`src/rtl/tl_pkg.sv`:
```
// Shared TileLink-UL definitions for the L1-to-memory arbiter.
//   - A/D opcode constants used by the arbiter and its bench
//   - BEAT_LG: log2 of the beat size in bytes (16-byte beats)
//   - tl_beats(): number of A-channel beats for one request
package tl_pkg;

    localparam logic [2:0] A_PUTFULL = 3'd0;
    localparam logic [2:0] A_PUTPART = 3'd1;
    localparam logic [2:0] A_GET     = 3'd4;
    localparam logic [2:0] D_ACK     = 3'd0;
    localparam logic [2:0] D_ACKDATA = 3'd1;

    localparam int unsigned BEAT_LG     = 4;
    localparam int unsigned MAX_SIZE_LG = 12;
    localparam int unsigned BEATS_W     = 9;
    localparam int unsigned BEAT_CNT_W  = 8;

    // Burst tracking state; BURST means the grant is locked to the owner
    typedef enum logic {
        ST_IDLE  = 1'b0,
        ST_BURST = 1'b1
    } arb_state_t;

    // Only Puts carry data on A, so only they span more than one beat.
    // Sizes beyond the 4 KiB limit are illegal; they saturate at 256 beats
    // so the counter can never be loaded with a wrapped value.
    function automatic logic [BEATS_W-1:0] tl_beats(input logic [2:0] opcode,
                                                    input logic [7:0] size);
        logic [BEATS_W-1:0] beats;
        beats = BEATS_W'(1);
        if (((opcode == A_PUTFULL) || (opcode == A_PUTPART)) && (size > 8'(BEAT_LG))) begin
            if (size >= 8'(MAX_SIZE_LG)) begin
                beats = BEATS_W'(256);
            end else begin
                beats = BEATS_W'(1) << (size - 8'(BEAT_LG));
            end
        end
        return beats;
    endfunction

endpackage

```
`src/rtl/tl_arb_2x1_rr_arb2.sv`:
```
// Two-requester round-robin grant with burst lock.
// Ports:
//   clk, rst        : clock, asynchronous active-high reset
//   req[1:0]        : request per master (already gated by reset)
//   lock, owner     : burst in progress and the master holding it
//   fire_last       : last beat of a transaction handshakes this cycle
//   grant_valid_c   : a master is granted (combinational)
//   grant_idx_c     : index of the granted master (combinational)
module rr_arb2
    import tl_pkg::*;
(
    input  logic       clk,
    input  logic       rst,
    input  logic [1:0] req,
    input  logic       lock,
    input  logic       owner,
    input  logic       fire_last,
    output logic       grant_valid_c,
    output logic       grant_idx_c
);

    // Master preferred on the next tie
    logic prio;

    // Grant selection: owner while locked, otherwise single requester or prio
    always_comb begin
        grant_valid_c = 1'b0;
        grant_idx_c   = 1'b0;
        if (lock) begin
            grant_idx_c   = owner;
            grant_valid_c = req[owner];
        end else if (req == 2'b11) begin
            grant_idx_c   = prio;
            grant_valid_c = 1'b1;
        end else begin
            grant_idx_c   = req[1];
            grant_valid_c = |req;
        end
    end

    // The master that just completed loses the next tie
    always_ff @(posedge clk or posedge rst) begin
        if (rst) begin
            prio <= 1'b0;
        end else if (fire_last) begin
            prio <= ~grant_idx_c;
        end
    end

endmodule

```
`src/rtl/tl_arb_2x1.sv`:
```
// Two-master to one-slave TileLink-UL arbiter (L1 I/D ports to tl_mem).
// A channel: round-robin grant, held for every beat of a multi-beat Put;
// the slave-side source is {master index, master source}.
// D channel: stateless routing on the source MSB.
// Ports:
//   clk, rst          : clock, asynchronous active-high reset
//   m0_a_*, m1_a_*    : master A-channel requests (in), a_ready (out)
//   m0_d_*, m1_d_*    : master D-channel responses (out), d_ready (in)
//   s_a_*             : slave A-channel request (out), s_a_ready (in)
//   s_d_*             : slave D-channel response (in), s_d_ready (out)
module tl_arb_2x1
    import tl_pkg::*;
#(
    parameter int unsigned AW = 32,
    parameter int unsigned DW = 128,
    parameter int unsigned SW = 3,
    parameter int unsigned ZW = 8
) (
    input  logic            clk,
    input  logic            rst,

    input  logic            m0_a_valid,
    output logic            m0_a_ready,
    input  logic [2:0]      m0_a_opcode,
    input  logic [2:0]      m0_a_param,
    input  logic [ZW-1:0]   m0_a_size,
    input  logic [SW-1:0]   m0_a_source,
    input  logic [AW-1:0]   m0_a_address,
    input  logic [DW/8-1:0] m0_a_mask,
    input  logic [DW-1:0]   m0_a_data,
    input  logic            m0_a_corrupt,

    input  logic            m1_a_valid,
    output logic            m1_a_ready,
    input  logic [2:0]      m1_a_opcode,
    input  logic [2:0]      m1_a_param,
    input  logic [ZW-1:0]   m1_a_size,
    input  logic [SW-1:0]   m1_a_source,
    input  logic [AW-1:0]   m1_a_address,
    input  logic [DW/8-1:0] m1_a_mask,
    input  logic [DW-1:0]   m1_a_data,
    input  logic            m1_a_corrupt,

    output logic            m0_d_valid,
    input  logic            m0_d_ready,
    output logic [2:0]      m0_d_opcode,
    output logic [1:0]      m0_d_param,
    output logic [ZW-1:0]   m0_d_size,
    output logic [SW-1:0]   m0_d_source,
    output logic [2:0]      m0_d_sink,
    output logic            m0_d_denied,
    output logic [DW-1:0]   m0_d_data,
    output logic            m0_d_corrupt,

    output logic            m1_d_valid,
    input  logic            m1_d_ready,
    output logic [2:0]      m1_d_opcode,
    output logic [1:0]      m1_d_param,
    output logic [ZW-1:0]   m1_d_size,
    output logic [SW-1:0]   m1_d_source,
    output logic [2:0]      m1_d_sink,
    output logic            m1_d_denied,
    output logic [DW-1:0]   m1_d_data,
    output logic            m1_d_corrupt,

    output logic            s_a_valid,
    input  logic            s_a_ready,
    output logic [2:0]      s_a_opcode,
    output logic [2:0]      s_a_param,
    output logic [ZW-1:0]   s_a_size,
    output logic [SW:0]     s_a_source,
    output logic [AW-1:0]   s_a_address,
    output logic [DW/8-1:0] s_a_mask,
    output logic [DW-1:0]   s_a_data,
    output logic            s_a_corrupt,

    input  logic            s_d_valid,
    output logic            s_d_ready,
    input  logic [2:0]      s_d_opcode,
    input  logic [1:0]      s_d_param,
    input  logic [ZW-1:0]   s_d_size,
    input  logic [SW:0]     s_d_source,
    input  logic [2:0]      s_d_sink,
    input  logic            s_d_denied,
    input  logic [DW-1:0]   s_d_data,
    input  logic            s_d_corrupt
);

    arb_state_t              state;
    arb_state_t              state_nxt;
    logic [1:0]              req;
    logic                    grant_valid;
    logic                    grant_idx;
    logic                    lock;
    logic                    owner;
    logic [BEAT_CNT_W-1:0]   beat;
    logic [BEATS_W-1:0]      beats;
    logic                    a_fire;
    logic                    fire_last;
    logic                    load_burst;
    logic                    dec_beat;
    logic                    d_sel;

    // Reset forces both requests low so nothing is presented to the slave
    assign req = rst ? 2'b00 : {m1_a_valid, m0_a_valid};

    rr_arb2 u_rr (
        .clk           (clk),
        .rst           (rst),
        .req           (req),
        .lock          (lock),
        .owner         (owner),
        .fire_last     (fire_last),
        .grant_valid_c (grant_valid),
        .grant_idx_c   (grant_idx)
    );

    // A-channel forwarding from the granted master
    always_comb begin
        s_a_valid   = grant_valid;
        s_a_opcode  = m0_a_opcode;
        s_a_param   = m0_a_param;
        s_a_size    = m0_a_size;
        s_a_source  = {1'b0, m0_a_source};
        s_a_address = m0_a_address;
        s_a_mask    = m0_a_mask;
        s_a_data    = m0_a_data;
        s_a_corrupt = m0_a_corrupt;
        if (grant_idx) begin
            s_a_opcode  = m1_a_opcode;
            s_a_param   = m1_a_param;
            s_a_size    = m1_a_size;
            s_a_source  = {1'b1, m1_a_source};
            s_a_address = m1_a_address;
            s_a_mask    = m1_a_mask;
            s_a_data    = m1_a_data;
            s_a_corrupt = m1_a_corrupt;
        end
    end

    // Ready only to the master that holds the grant (or the burst)
    always_comb begin
        m0_a_ready = 1'b0;
        m1_a_ready = 1'b0;
        if (!rst && (grant_valid || lock)) begin
            m0_a_ready = s_a_ready & ~grant_idx;
            m1_a_ready = s_a_ready &  grant_idx;
        end
    end

    assign a_fire = s_a_valid & s_a_ready;
    assign beats  = tl_beats(s_a_opcode, 8'(s_a_size));

    // Burst state register
    always_ff @(posedge clk or posedge rst) begin
        if (rst) begin
            state <= ST_IDLE;
        end else begin
            state <= state_nxt;
        end
    end

    // Burst next-state: lock on a multi-beat first beat, unlock on the last
    always_comb begin
        state_nxt = state;
        case (state)
            ST_IDLE: begin
                if (a_fire && (beats != BEATS_W'(1))) begin
                    state_nxt = ST_BURST;
                end
            end
            ST_BURST: begin
                if (a_fire && (beat == '0)) begin
                    state_nxt = ST_IDLE;
                end
            end
            default: state_nxt = ST_IDLE;
        endcase
    end

    // Burst outputs: lock flag and beat-counter controls
    always_comb begin
        lock       = 1'b0;
        fire_last  = 1'b0;
        load_burst = 1'b0;
        dec_beat   = 1'b0;
        case (state)
            ST_IDLE: begin
                fire_last  = a_fire && (beats == BEATS_W'(1));
                load_burst = a_fire && (beats != BEATS_W'(1));
            end
            ST_BURST: begin
                lock      = 1'b1;
                fire_last = a_fire && (beat == '0);
                dec_beat  = a_fire && (beat != '0);
            end
            default: begin
                lock = 1'b0;
            end
        endcase
    end

    // Owner and remaining-beat counter (beats left after this one, minus 1)
    always_ff @(posedge clk or posedge rst) begin
        if (rst) begin
            owner <= 1'b0;
            beat  <= '0;
        end else if (load_burst) begin
            owner <= grant_idx;
            beat  <= BEAT_CNT_W'(beats - BEATS_W'(2));
        end else if (dec_beat) begin
            beat  <= beat - BEAT_CNT_W'(1);
        end
    end

    // D-channel routing on the source bit that the A path prepended
    assign d_sel = s_d_source[SW];

    always_comb begin
        m0_d_valid   = ~rst & s_d_valid & ~d_sel;
        m1_d_valid   = ~rst & s_d_valid &  d_sel;
        s_d_ready    = ~rst & (d_sel ? m1_d_ready : m0_d_ready);

        m0_d_opcode  = s_d_opcode;
        m0_d_param   = s_d_param;
        m0_d_size    = s_d_size;
        m0_d_source  = s_d_source[SW-1:0];
        m0_d_sink    = s_d_sink;
        m0_d_denied  = s_d_denied;
        m0_d_data    = s_d_data;
        m0_d_corrupt = s_d_corrupt;

        m1_d_opcode  = s_d_opcode;
        m1_d_param   = s_d_param;
        m1_d_size    = s_d_size;
        m1_d_source  = s_d_source[SW-1:0];
        m1_d_sink    = s_d_sink;
        m1_d_denied  = s_d_denied;
        m1_d_data    = s_d_data;
        m1_d_corrupt = s_d_corrupt;
    end

endmodule

```
`config.mk`:
```
export PLATFORM = sky130hd
export DESIGN_NAME = tl_arb_2x1
export DESIGN_NICKNAME = d
export VERILOG_FILES = /design/src/rtl/tl_pkg.sv /design/src/rtl/tl_arb_2x1_rr_arb2.sv /design/src/rtl/tl_arb_2x1.sv
export SDC_FILE = /design/constraint.sdc
export NUM_CORES = 1
export LEC_CHECK = 0
export CAP_MARGIN = 20
export CORE_AREA = 5 5 410 412
export DETAILED_ROUTE_END_ITERATION = 7
export DIE_AREA = 0 0 415 417
export DONT_BUFFER_PORTS = 1
export PLACE_DENSITY = 0.3
export SLEW_MARGIN = 5
export SYNTH_ARGS = -nofsm -noshare
export SYNTH_HDL_FRONTEND = slang
export SYNTH_HIERARCHICAL = 1
export SYNTH_SLANG_ARGS = --single-unit
```
`constraint.sdc`:
```
create_clock -name clk -period 5.9 [get_ports clk]
set_input_delay 1.77 -clock clk [delete_from_list [all_inputs] [get_ports clk]]
set_output_delay 1.77 -clock clk [all_outputs]
set_load 0.01 [all_outputs]
```
==> flow_summary_export.csv <==
group,metric,value,unit
placed_design,place_congestion,0.946,
sta,hold_viol,0,
sta,timing.hold.ws,0.538,ns
job,cap_violations,0,
cts,clk_path_buf_depth,2,
grt,grt_pass1_wl,113,mm
worst_setup_path,worstPathCellList,"nor2b_1 > nand2b_1 > o21ai_4 > buf_12 > buf_4 > mux2_2",
worst_hold_path,hold_class,"reg -> reg",
worst_hold_path,worstHoldStart,"owner",
worst_setup_path,crit_required,4.13,ns
cts,clk_pin_slew_worst_paths,0.04,ns
routing,drc_errors,0,
sta,fmax,182,MHz
logic_synthesis,synth_xor_area_share,1.54,%
worst_setup_path,critPathLaunchType,"primary input",
routing,wire_per_inst,40.0,um
logic_synthesis,yosysWarnings,6,
logic_synthesis,synthArstFlopShare,100,%
routing,routed_wl,105,mm
floorplan,coreArea,164000,um2
logic_synthesis,synth_area,5680,um2
cts,cts_setup_buffers,0,
placed_design,numPortBuffers,0,
final_layout,layout-drive-gt1-share,61.6,%
sta,setup_violations,0,
floorplan,start_util,3.46,%
routing,antenna_left,0,
cts,root_buffer,"clkbuf_16",
routing,drt-vias-per-instance,1.80,
run_status,outcome,"completed",
logic_synthesis,synth_flop_cell,"dfrtp_1",
final_layout,final_cell_mix,"mux2_2 (190), nor2_1 (15), inv_1 (13), buf_4 (13), dfrtp_1 (11)",
final_layout,nets,904,
logic_synthesis,syn_inst,655,
logic_synthesis,synth_top_family_by_area,"buffers and inverters",
logic_synthesis,synth_area_leader_cell,"buf_4",
routing,dr_total_vias,4707,
final_layout,mostFrequentLayoutCell,"mux2_2",
routing,first_iter_violations,395,
logic_synthesis,synth_area_leaders,"buf_4 (40%), mux2_2 (38%), dfrtp_1 (4.8%), ha_1 (1.1%), xnor2_1 (1.1%)",
logic_synthesis,synth-adder-area-share,1.10,%
worst_setup_path,cp.arrival,3.74,ns
cts,cts_max_level,1,
routing,drtPass1Iterations,5,
cts,cts_hold_buf,0,
floorplan,ios,1045,
logic_synthesis,synth_edf_count,0,
cts,cts_tree,"done",
final_layout,syn_to_final_growth,14.4,%
power_and_ir_drop,p_leak,0.00129,uW
logic_synthesis,yosys_register_bits,11,
sta,worstMarginPinSlew,0.706,ns
sta,min_period_over_period,93.4,%
sta,finalSetupTns,0,ns
cts,cts.sinks,11,
sta,rsz0062_at_grt,"false",
logic_synthesis,syn-num-nets,1206,
grt,grt_pass1_vias,3947,
logic_synthesis,synthSimpleGateAreaFrac,7.18,%
sta,finClkSkew,0.00112,ns
worst_setup_path,crit_start,"m1_a_valid",
grt,grt_max_degree,56,
floorplan,die_y,417,um
grt,grt_overflow,0,
worst_setup_path,critical-path-max-stage-delay,0.55,ns
grt,antenna_found_initial,175,
sta,period_needed,5.51,ns
sta,slew_violations,0,
logic_synthesis,synth-compound-area-share,3.39,%
floorplan,rows,149,
power_and_ir_drop,p_per_area,307,nW/um2
worst_setup_path,cp_max_fo,30,
power_and_ir_drop,peakVddDrop,0.000101,V
logic_synthesis,synthDistinctLibCells,47,
worst_setup_path,reg2reg_from,"state",
placed_design,place_hpwl,99.8,mm
logic_synthesis,synth.area.mux_share,39.5,%
floorplan,dieArea,173000,um2
sta,slew_headroom,52.5,%
logic_synthesis,avgSynthCellArea,8.67,um2
worst_setup_path,end_kind,"output pin",
logic_synthesis,synth_top_area_share,39.7,%
floorplan,die_w,415,um
worst_setup_path,crit_slowest_cell,"mux2_2",
worst_setup_path,crit_type,"in -> out",
logic_synthesis,seq_area_frac_synth,4.85,%
final_layout,n_fill_cell,19600,
grt,grt_use_total,11.4,%
cts,post_cts_resize_count,0,
cts,cts_buffers,3,
cts,clkLatencyLatePin,0.24,ns
## worst paths after layout
path / endpoint / depth (start not counted) / slack [ns]
max in group asynchronous: beat[5] / 1 / 4.11
worst max register to register: beat[5] / 14 / 2.08
worst min register to register: owner / 1 / 0.54
worst min-delay path: owner / 1 / 0.54
min in group asynchronous: u_rr/prio / 1 / 1.26
worst max-delay path: s_a_data[55] / 6 / 0.39
## power by group
group / internal (uW) / switching (uW)
combinational: 541 / 1180
sequential: 112 / 34.7
clock: 90.8 / 33.8
total: 744 / 1250
## synth_stat cells, types with 2 or more instances
cell type  instances
nand3b_1           2
or3_1              3
nor3_1             5
mux2i_4            2
ha_1               5
xnor2_1            7
nor4b_1            2
a31oi_1            2
mux2i_1            6
buf_4            300
inv_1             13
nand3_1            5
nor4_1             8
clkbuf_1          11
o21ai_0            5
nand4_1            2
buf_2             11
nand4b_1           2
xor2_1             3
mux2_2           190
a21oi_1            3
a211o_1            2
nor2b_1            6
dfrtp_1           11
and2_1             2
a41o_1             2
nand2_1            6
nor2_1            15
nor3b_1            4
nand2b_1           3
## stage by stage
step / util [%] / cells / cell area (um2) / setup slack [ns] / power [uW]
3_3_place_gp: 3.79 / 2537 / 6220 / 0.313 / 1890
6_report: 3.96 / 2618 / 6490 / 0.392 / 1990
3_5_place_dp: 3.79 / 2537 / 6220 / 0.315 / 1890
5_1_grt: 3.91 / 2588 / 6420 / 0.303 / 2080
2_1_floorplan: - / 655 / 5680 / 0.348 / 1330
4_1_cts: 3.84 / 2541 / 6300 / 0.319 / 2020
## area by class of cell
| class | instances | area [um2] | area share, % |
|---|---|---|---|
| Timing Repair Buffer | 16 | 158 | 2.43 |
| Antenna cell | 77 | 193 | 2.97 |
| Tap cell | 2189 | 2740 | 42.2 |
| Inverter | 13 | 48.8 | 0.751 |
| Multi-Input combinational cell | 308 | 3000 | 46.2 |
| Sequential cell | 11 | 275 | 4.24 |
| Clock buffer | 4 | 78.8 | 1.21 |
## registers in the layout, summed over array words and instances, names as in the netlist
name       count
beat           8
owner          1
state          1
u_rr/prio      1
## critical path: cells and delay by family
kind                   cells  cell delay (ns)
buffers and inverters      2             0.72
multiplexers               1             0.55
AND/OR/NAND/NOR            2             0.30
AO/OA/AOI/OAI              1             0.29
## layer usage
metal	wire length, um	track usage (%)	up-vias
met5	1040	2.67	-
met4	3210	3.29	67
met3	22600	12.3	277
met2	48700	18.1	822
met1	29100	9.16	2102
li1	-	-	1439
## logic make-up after synthesis
kind of cell	count (synthesis)
compound gates	25
xor+xnor	10
fa+ha+maj	5
buf+inv	336
flops	11
mux	198
simple gates	70
No activity file was read; power rests on OpenSTA's default activity.
